## src/rtl/midi_pkg.sv

```systemverilog
// Shared FSM state encoding and MIDI protocol constants for the MIDI note transmitter.
package midi_pkg;

    typedef enum logic [2:0] {
        IDLE,
        SNAP,
        TX_STATUS,
        TX_NOTE,
        TX_VEL,
        COMMIT
    } midi_state_e;

    localparam logic [3:0] NOTE_ON  = 4'h9;
    localparam logic [3:0] NOTE_OFF = 4'h8;
    localparam logic [6:0] OFF_VEL  = 7'h40;

    // Stretch a 3-bit velocity over the 7-bit MIDI range; zero would mean Note Off, so it becomes 1.
    function automatic logic [6:0] vel7(input logic [2:0] v);
        return (v == 3'd0) ? 7'h01 : {v, v, v[2]};
    endfunction

endpackage

```

## src/rtl/uart_byte_tx.sv

```systemverilog
// 8N1 byte serialiser with a valid/ready handshake; ready rises in the last stop-bit cycle
// so a waiting byte starts immediately after the stop bit.
module uart_byte_tx #(
    parameter int BIT_TICKS = 3200
) (
    input  logic       clk,
    input  logic       rst,
    input  logic       valid_i,
    input  logic [7:0] data_i,
    output logic       ready_o,
    output logic       tx_o
);
    localparam int TW = (BIT_TICKS > 1) ? $clog2(BIT_TICKS) : 1;

    logic          activeQ, activeD;
    logic [TW-1:0] tickQ, tickD;
    logic [3:0]    bitCntQ, bitCntD;
    logic [9:0]    shiftQ, shiftD;
    logic          bitDone;

    assign bitDone = (tickQ == TW'(BIT_TICKS - 1));
    assign ready_o = !activeQ || (bitDone && bitCntQ == 4'd9);
    assign tx_o    = shiftQ[0];

    // Shifting in ones behind the frame leaves the line idling high once the stop bit ends.
    always_comb begin
        activeD = activeQ;
        tickD   = tickQ;
        bitCntD = bitCntQ;
        shiftD  = shiftQ;
        if (activeQ) begin
            if (bitDone) begin
                tickD   = '0;
                shiftD  = {1'b1, shiftQ[9:1]};
                bitCntD = bitCntQ + 4'd1;
                if (bitCntQ == 4'd9) begin
                    activeD = 1'b0;
                end
            end else begin
                tickD = tickQ + TW'(1);
            end
        end
        if (valid_i && ready_o) begin
            activeD = 1'b1;
            tickD   = '0;
            bitCntD = '0;
            shiftD  = {1'b1, data_i, 1'b0};
        end
    end

    always_ff @(posedge clk) begin
        if (rst) begin
            activeQ <= 1'b0;
            tickQ   <= '0;
            bitCntQ <= '0;
            shiftQ  <= '1;
        end else begin
            activeQ <= activeD;
            tickQ   <= tickD;
            bitCntQ <= bitCntD;
            shiftQ  <= shiftD;
        end
    end

endmodule

```

## src/rtl/midi_tx.sv

```systemverilog
// Eight-voice MIDI Note On/Off transmitter: compares live voice inputs against the last
// transmitted state and sends one 3-byte message per change, lowest voice first.
module midi_tx
    import midi_pkg::*;
#(
    parameter int INPUT_CLOCK_FREQ = 100_000_000,
    parameter int BAUD_RATE        = 31_250,
    parameter int MIDI_CHANNEL     = 0
) (
    input  logic            clk,
    input  logic            rst,
    input  logic [7:0]      on_in,
    input  logic [7:0][2:0] velocity_in,
    input  logic [7:0][6:0] note_in,
    output logic            data_out,
    output logic            busy,
    output logic            msg_sent
);
    localparam int         BIT_TICKS = INPUT_CLOCK_FREQ / BAUD_RATE;
    localparam logic [3:0] CHAN      = 4'(MIDI_CHANNEL);

    midi_state_e     stateQ, stateD;
    logic [7:0]      shadowOnQ, shadowOnD;
    logic [7:0][6:0] shadowNoteQ, shadowNoteD;
    logic [7:0][2:0] shadowVelQ, shadowVelD;
    logic [2:0]      selQ, selD;
    logic            msgOnQ, msgOnD;
    logic [6:0]      bufNoteQ, bufNoteD;
    logic [2:0]      bufVelQ, bufVelD;
    logic            velSentQ, velSentD;
    logic [7:0]      pending;
    logic            anyPending;
    logic [2:0]      lowestPending;
    logic            txValid, txReady;
    logic [7:0]      txData;

    // A held voice whose velocity alone changed is deliberately not pending.
    always_comb begin
        pending = '0;
        for (int i = 0; i < 8; i++) begin
            pending[i] = (on_in[i] != shadowOnQ[i]) ||
                         (on_in[i] && shadowOnQ[i] && (note_in[i] != shadowNoteQ[i]));
        end
        anyPending    = |pending;
        lowestPending = '0;
        for (int i = 7; i >= 0; i--) begin
            if (pending[i]) begin
                lowestPending = 3'(i);
            end
        end
    end

    always_comb begin
        stateD      = stateQ;
        shadowOnD   = shadowOnQ;
        shadowNoteD = shadowNoteQ;
        shadowVelD  = shadowVelQ;
        selD        = selQ;
        msgOnD      = msgOnQ;
        bufNoteD    = bufNoteQ;
        bufVelD     = bufVelQ;
        velSentD    = velSentQ;
        txValid     = 1'b0;
        txData      = '0;
        case (stateQ)
            IDLE: begin
                if (anyPending) begin
                    selD   = lowestPending;
                    stateD = SNAP;
                end
            end
            // A retrigger is sent as a Note Off; the Note On follows on the next scan.
            SNAP: begin
                if (!pending[selQ]) begin
                    stateD = IDLE;
                end else begin
                    msgOnD   = on_in[selQ] && !shadowOnQ[selQ];
                    bufNoteD = msgOnD ? note_in[selQ] : shadowNoteQ[selQ];
                    bufVelD  = msgOnD ? velocity_in[selQ] : shadowVelQ[selQ];
                    stateD   = TX_STATUS;
                end
            end
            TX_STATUS: begin
                txValid = 1'b1;
                txData  = {msgOnQ ? NOTE_ON : NOTE_OFF, CHAN};
                if (txReady) begin
                    stateD = TX_NOTE;
                end
            end
            TX_NOTE: begin
                txValid = 1'b1;
                txData  = {1'b0, bufNoteQ};
                if (txReady) begin
                    stateD = TX_VEL;
                end
            end
            TX_VEL: begin
                txValid = !velSentQ;
                txData  = {1'b0, msgOnQ ? vel7(bufVelQ) : OFF_VEL};
                if (txReady) begin
                    if (velSentQ) begin
                        velSentD = 1'b0;
                        stateD   = COMMIT;
                    end else begin
                        velSentD = 1'b1;
                    end
                end
            end
            COMMIT: begin
                shadowOnD[selQ]   = msgOnQ;
                shadowNoteD[selQ] = bufNoteQ;
                shadowVelD[selQ]  = bufVelQ;
                stateD            = IDLE;
            end
            default: stateD = IDLE;
        endcase
    end

    always_ff @(posedge clk) begin
        if (rst) begin
            stateQ      <= IDLE;
            shadowOnQ   <= '0;
            shadowNoteQ <= '0;
            shadowVelQ  <= '0;
            selQ        <= '0;
            msgOnQ      <= 1'b0;
            bufNoteQ    <= '0;
            bufVelQ     <= '0;
            velSentQ    <= 1'b0;
        end else begin
            stateQ      <= stateD;
            shadowOnQ   <= shadowOnD;
            shadowNoteQ <= shadowNoteD;
            shadowVelQ  <= shadowVelD;
            selQ        <= selD;
            msgOnQ      <= msgOnD;
            bufNoteQ    <= bufNoteD;
            bufVelQ     <= bufVelD;
            velSentQ    <= velSentD;
        end
    end

    assign busy     = (stateQ != IDLE) && (stateQ != COMMIT);
    assign msg_sent = (stateQ == COMMIT);

    uart_byte_tx #(
        .BIT_TICKS(BIT_TICKS)
    ) u_uart (
        .clk    (clk),
        .rst    (rst),
        .valid_i(txValid),
        .data_i (txData),
        .ready_o(txReady),
        .tx_o   (data_out)
    );

endmodule

```

## config.mk

```make
export PLATFORM = sky130hd
export DESIGN_NAME = midi_tx
export DESIGN_NICKNAME = d
export VERILOG_FILES = /design/src/rtl/midi_pkg.sv /design/src/rtl/uart_byte_tx.sv /design/src/rtl/midi_tx.sv
export SDC_FILE = /design/constraint.sdc
export NUM_CORES = 1
export LEC_CHECK = 0
export ABC_AREA = 1
export CORE_MARGIN = 3
export CORE_UTILIZATION = 33
export CTS_BUF_LIST = sky130_fd_sc_hd__clkbuf_8 sky130_fd_sc_hd__clkbuf_16
export CTS_CLUSTER_DIAMETER = 100
export DETAILED_ROUTE_END_ITERATION = 8
export PLACE_DENSITY_LB_ADDON = 0.08
export SYNTH_ARGS = -nofsm -noshare
export SYNTH_HDL_FRONTEND = slang
export SYNTH_SLANG_ARGS = --single-unit
```

## constraint.sdc

```tcl
create_clock -name clk -period 2.1 [get_ports clk]
set_clock_uncertainty 0.1 [all_clocks]
set_input_delay 0.21 -clock clk [delete_from_list [all_inputs] [get_ports clk]]
set_output_delay 0.21 -clock clk [all_outputs]
set_load 0.02 [all_outputs]
```

==> results.md <==
- Status: complete, no violations
- Part of the cycle the worst path needs: 0.959
- TritonCTS clock tree: built
- Area share of the largest cell type after synthesis: 0.348
- Synth-to-Final Area Change: 35.1%
- Met1 Use GR: 0.324
- Cell area after layout: 10,300 µm²
- Clock Latency Late Sink: 420 ps
- Synth Flop Type: sky130_fd_sc_hd__dfxtp_1
- Total internal power: between 5 and 6 mW
- GRT Residual Overflow: 0
- Wire per inst: approximately 17 µm
- Hold Path Origin: shadowVelQ[2]
- Total clock sinks: 132
- Max Fclk: 497 MHz
- Switching Share: 0.329
- Gate power share: 0.279
- Total of flip-flops plus latches after synthesis: ~130
- DR pass1 iterations: 5
- Synth Instances: 1,190
- Antenna violations before repair: 0
- Total count of max-transition violations in the final report: 0
- Number of clock buffers inserted by TritonCTS: 17
- Standard-cell rows: 54
- Remaining max-slew budget at the tightest pin: 0.608
- Most area-hungry cell type in the Yosys netlist: sky130_fd_sc_hd__dfxtp_1
- Routing usage on met3: 0.0432
- Via count of the first global-routing pass: 7,528
- Placed Cells: 1,599
- Kind of start point of the critical path: flip-flop
- Cell area power density: about 820 nW/µm²
- Number of cells on the worst hold path: 2
- Top area cells in the synthesized netlist: sky130_fd_sc_hd__dfxtp_1 35%, sky130_fd_sc_hd__o21ai_0 14%, sky130_fd_sc_hd__nand2_1 10%
- Die area: 24,900 µm²
- Post-detailed-route count of antenna-violating nets: 0
- Fraction of final layout cells sized beyond drive strength 1: 0.135
- Number of levels in the clock H-tree: 4
- Violation count after the first detailed-routing iteration: roughly 660
- Proportion of synthesized flip-flops having asynchronous set or reset: 0
- Worst Path Class, Setup: flip-flop to flip-flop
- IO Pins: slightly above 90
- Core ar.: ~22,000 µm²
- Max Buffers Root-to-Sink: 2
- First-pass GRT wire length: approximately 43,000 µm
- Residual DRC: 0
- Clock Power Share: 0.395
- Initial cell density of the core: 0.342
- Final-report hold violation count: 0
- Aggregate global-route resource usage: 0.225
- Clock-pin slew reported for the worst setup and hold paths after clock tree synthesis: ~60 ps
- DR vias/cell: 5.00
- Number of warning messages in the yosys log: 0
- Routing usage on met2: 0.351
- Maximum fanout along the worst path: 7
- Portion of the post-synthesis area used by sequential elements: 0.348
- Count of distinct cell types in the synthesized netlist: 39
- Drt total wl: roughly 28,000 µm
- Crit Reg-Reg Endpoint: u_uart.shiftQ[5]
- Routability congestion estimate: 0.885
- Reg2Reg Setup Slack: between 80 and 90 ps
- Leakage power of the design: 4.39 nW
- Tightest Pin Transition: 588 ps
- Number of nets at the end of the flow: 1,442
- Finish-stage setup viols: 0
- DP Wirelength: 20,700 µm
- Max-cap viol count: 0
- Worst Hold Path EP: shadowVelQ[2]
- Shortest clock period the worst path allows after layout: a little over 2000 ps
- Type of element capturing the critical path: flip-flop
- Pin count of the biggest net entering global routing: 54
- Worst IR drop on VDD: 0.000444 V
- Synth Area per Inst: about 6.4 µm²
- Number of port buffers: 92
- Netlist Area Pre-Place: 7590 µm²
- Width of the die: around 160 µm
- Number of cell instances on the worst register-to-register path: 12
- Unrepaired setup endpoints after global routing: true
- Arrival @ worst endpoint: 2220 ps
- N_diodes: 0
- Via count of the routed design: 8,171
- Post-Syn Nets: 1,291
- Hold WC Path Type: flip-flop to flip-flop
- Number of synthesized flops with an enable pin: 0
- Number of hold buffers added after CTS: 0
- Cell area after placement: 9450 µm²
- Global-route layer with the greatest usage: met2
- Die Y-Extent: 158 µm
- Net Sw Power: 2.78 mW
- Cell chosen for the clock root: sky130_fd_sc_hd__clkbuf_16
- Critical path required time: 2310 ps
- Sequential cell fraction of total power: 0.326
- Number of standard cells in the layout, taps in and fillers out: 1,634
- Worst reg2reg startpoint: u_uart.tickQ[1]
## placed cells by master, fill, tap and decap left out, drive strengths merged, types with 2 or more instances in the layout
cell	count
o22ai	21
nor3	5
clkinv	11
inv	128
xnor2	18
nand3b	2
ha	11
dlymetal6s2s	2
nand4	5
o21ai	231
nand2	206
o21bai	6
bufinv	4
nand3	36
clkinvlp	4
nor2	161
dfxtp	132
buf	101
clkbuf	21
xor2	12
nor3b	4
clkdlybuf4s50	90
a21oi	129
o211ai	5
or2	2
## routing by layer
layer	up-vias	part of all wire
li1	4222	-
met1	3686	0.49
met2	241	0.44
met3	22	0.058
met4	0	0.012
met5	-	0
## sequential cells by signal (all words and copies together), names as in the netlist
signal / flops
shadowNoteQ: 56
u_uart.shiftQ: 9
bufVelQ: 3
u_uart.tickQ: 12
shadowVelQ: 24
bufNoteQ: 7
shadowOnQ: 8
selQ: 3
msgOnQ: 1
stateQ: 3
u_uart.bitCntQ: 4
velSentQ: 1
u_uart.activeQ: 1
## layout make-up
| class | count | area, µm² |
|---|---|---|
| timing repair buffer | 193 | 1800 |
| sequential | 132 | 2650 |
| clock buffer | 21 | 480 |
| inverter | 136 | 518 |
| tap | 280 | 350 |
| fill | 2309 | 12000 |
| multi-input combinational | 861 | 4290 |
| clock inverter | 11 | 173 |
## synthesized netlist by cell type (8+ instances only)
library cell and instances:
sky130_fd_sc_hd__o21ai_0 220, sky130_fd_sc_hd__nand2_1 205, sky130_fd_sc_hd__nor2_1 156, sky130_fd_sc_hd__dfxtp_1 132
sky130_fd_sc_hd__a21oi_1 129, sky130_fd_sc_hd__inv_1 116, sky130_fd_sc_hd__clkbuf_1 45, sky130_fd_sc_hd__nand3_1 35
sky130_fd_sc_hd__o22ai_1 21, sky130_fd_sc_hd__xnor2_1 18, sky130_fd_sc_hd__xor2_1 12, sky130_fd_sc_hd__ha_1 11
sky130_fd_sc_hd__inv_2 11, sky130_fd_sc_hd__o21ai_1 11, sky130_fd_sc_hd__clkinv_1 9, sky130_fd_sc_hd__buf_2 8
## critical path, cell delays in order, from the launching register on
cell	delay (ps)
sky130_fd_sc_hd__dfxtp_2	350
sky130_fd_sc_hd__ha_4	150
sky130_fd_sc_hd__nand2_4	60
sky130_fd_sc_hd__nor2_4	130
sky130_fd_sc_hd__nand3_2	80
sky130_fd_sc_hd__or3_1	390
sky130_fd_sc_hd__nand2_2	120
sky130_fd_sc_hd__inv_4	60
sky130_fd_sc_hd__nor2_8	90
sky130_fd_sc_hd__buf_6	130
sky130_fd_sc_hd__nand3_2	50
sky130_fd_sc_hd__o211ai_1	90
sky130_fd_sc_hd__nand3_1	90
## how the worst max path moves through the flow
stage               startpoint               end  slack (ps)  depth (start not counted)
5_1_grt        shadowNoteQ[37]         stateQ[2]         -20                         14
3_5_place_dp       note_in[10]            msgOnQ        -270                         15
6_report       u_uart.tickQ[1]  u_uart.shiftQ[5]          90                         12
4_1_cts              stateQ[0]              busy          -4                          5
3_3_place_gp       note_in[10]            msgOnQ        -280                         15
2_1_floorplan  u_uart.tickQ[0]  u_uart.shiftQ[8]         120                         12
## power groups by stage
| stage | clock network, mW | logic [mW] | registers [mW] |
|---|---|---|---|
| floorplan | 0 | 1.22 | 2.75 |
| global placement | 0 | 2.28 | 2.80 |
| detailed placement | 0 | 2.27 | 2.80 |
| CTS | 3.38 | 2.29 | 2.74 |
| global route | 3.48 | 2.59 | 2.77 |
| finish | 3.33 | 2.36 | 2.75 |
## stage by stage
step / TNS (ps) / power [mW] / utilization / hold slack, ps / setup slack [ps]
CTS: -4.43 / 8.41 / 0.455 / 354 / -4.43
finish: 0 / 8.44 / 0.462 / 357 / 87.1
floorplan: 0 / 3.97 / - / 179 / 124
global route: -60.5 / 8.84 / 0.462 / 378 / -24.1
detailed placement: -3660 / 5.07 / 0.425 / 345 / -272
global placement: -3650 / 5.08 / 0.425 / 341 / -281
## cell families after synthesis
group | after synthesis | synth area share
AND/OR/NAND/NOR | 423 | 0.227
AO/OA/AOI/OAI | 397 | 0.272
buffers and inverters | 197 | 0.100
flip-flops | 132 | 0.348
XOR/XNOR | 30 | 0.0346
adder cells (fa/ha/maj) | 11 | 0.0181
## what timing repair did
| action | in CTS | in global routing |
|---|---|---|
| buffers inserted | 0 | 3 |
| pin swaps | 0 | 10 |
| gates resized for setup | 0 | 48 |
| setup endpoints to repair | 1 | 43 |
(Power assumes the default switching activity.)
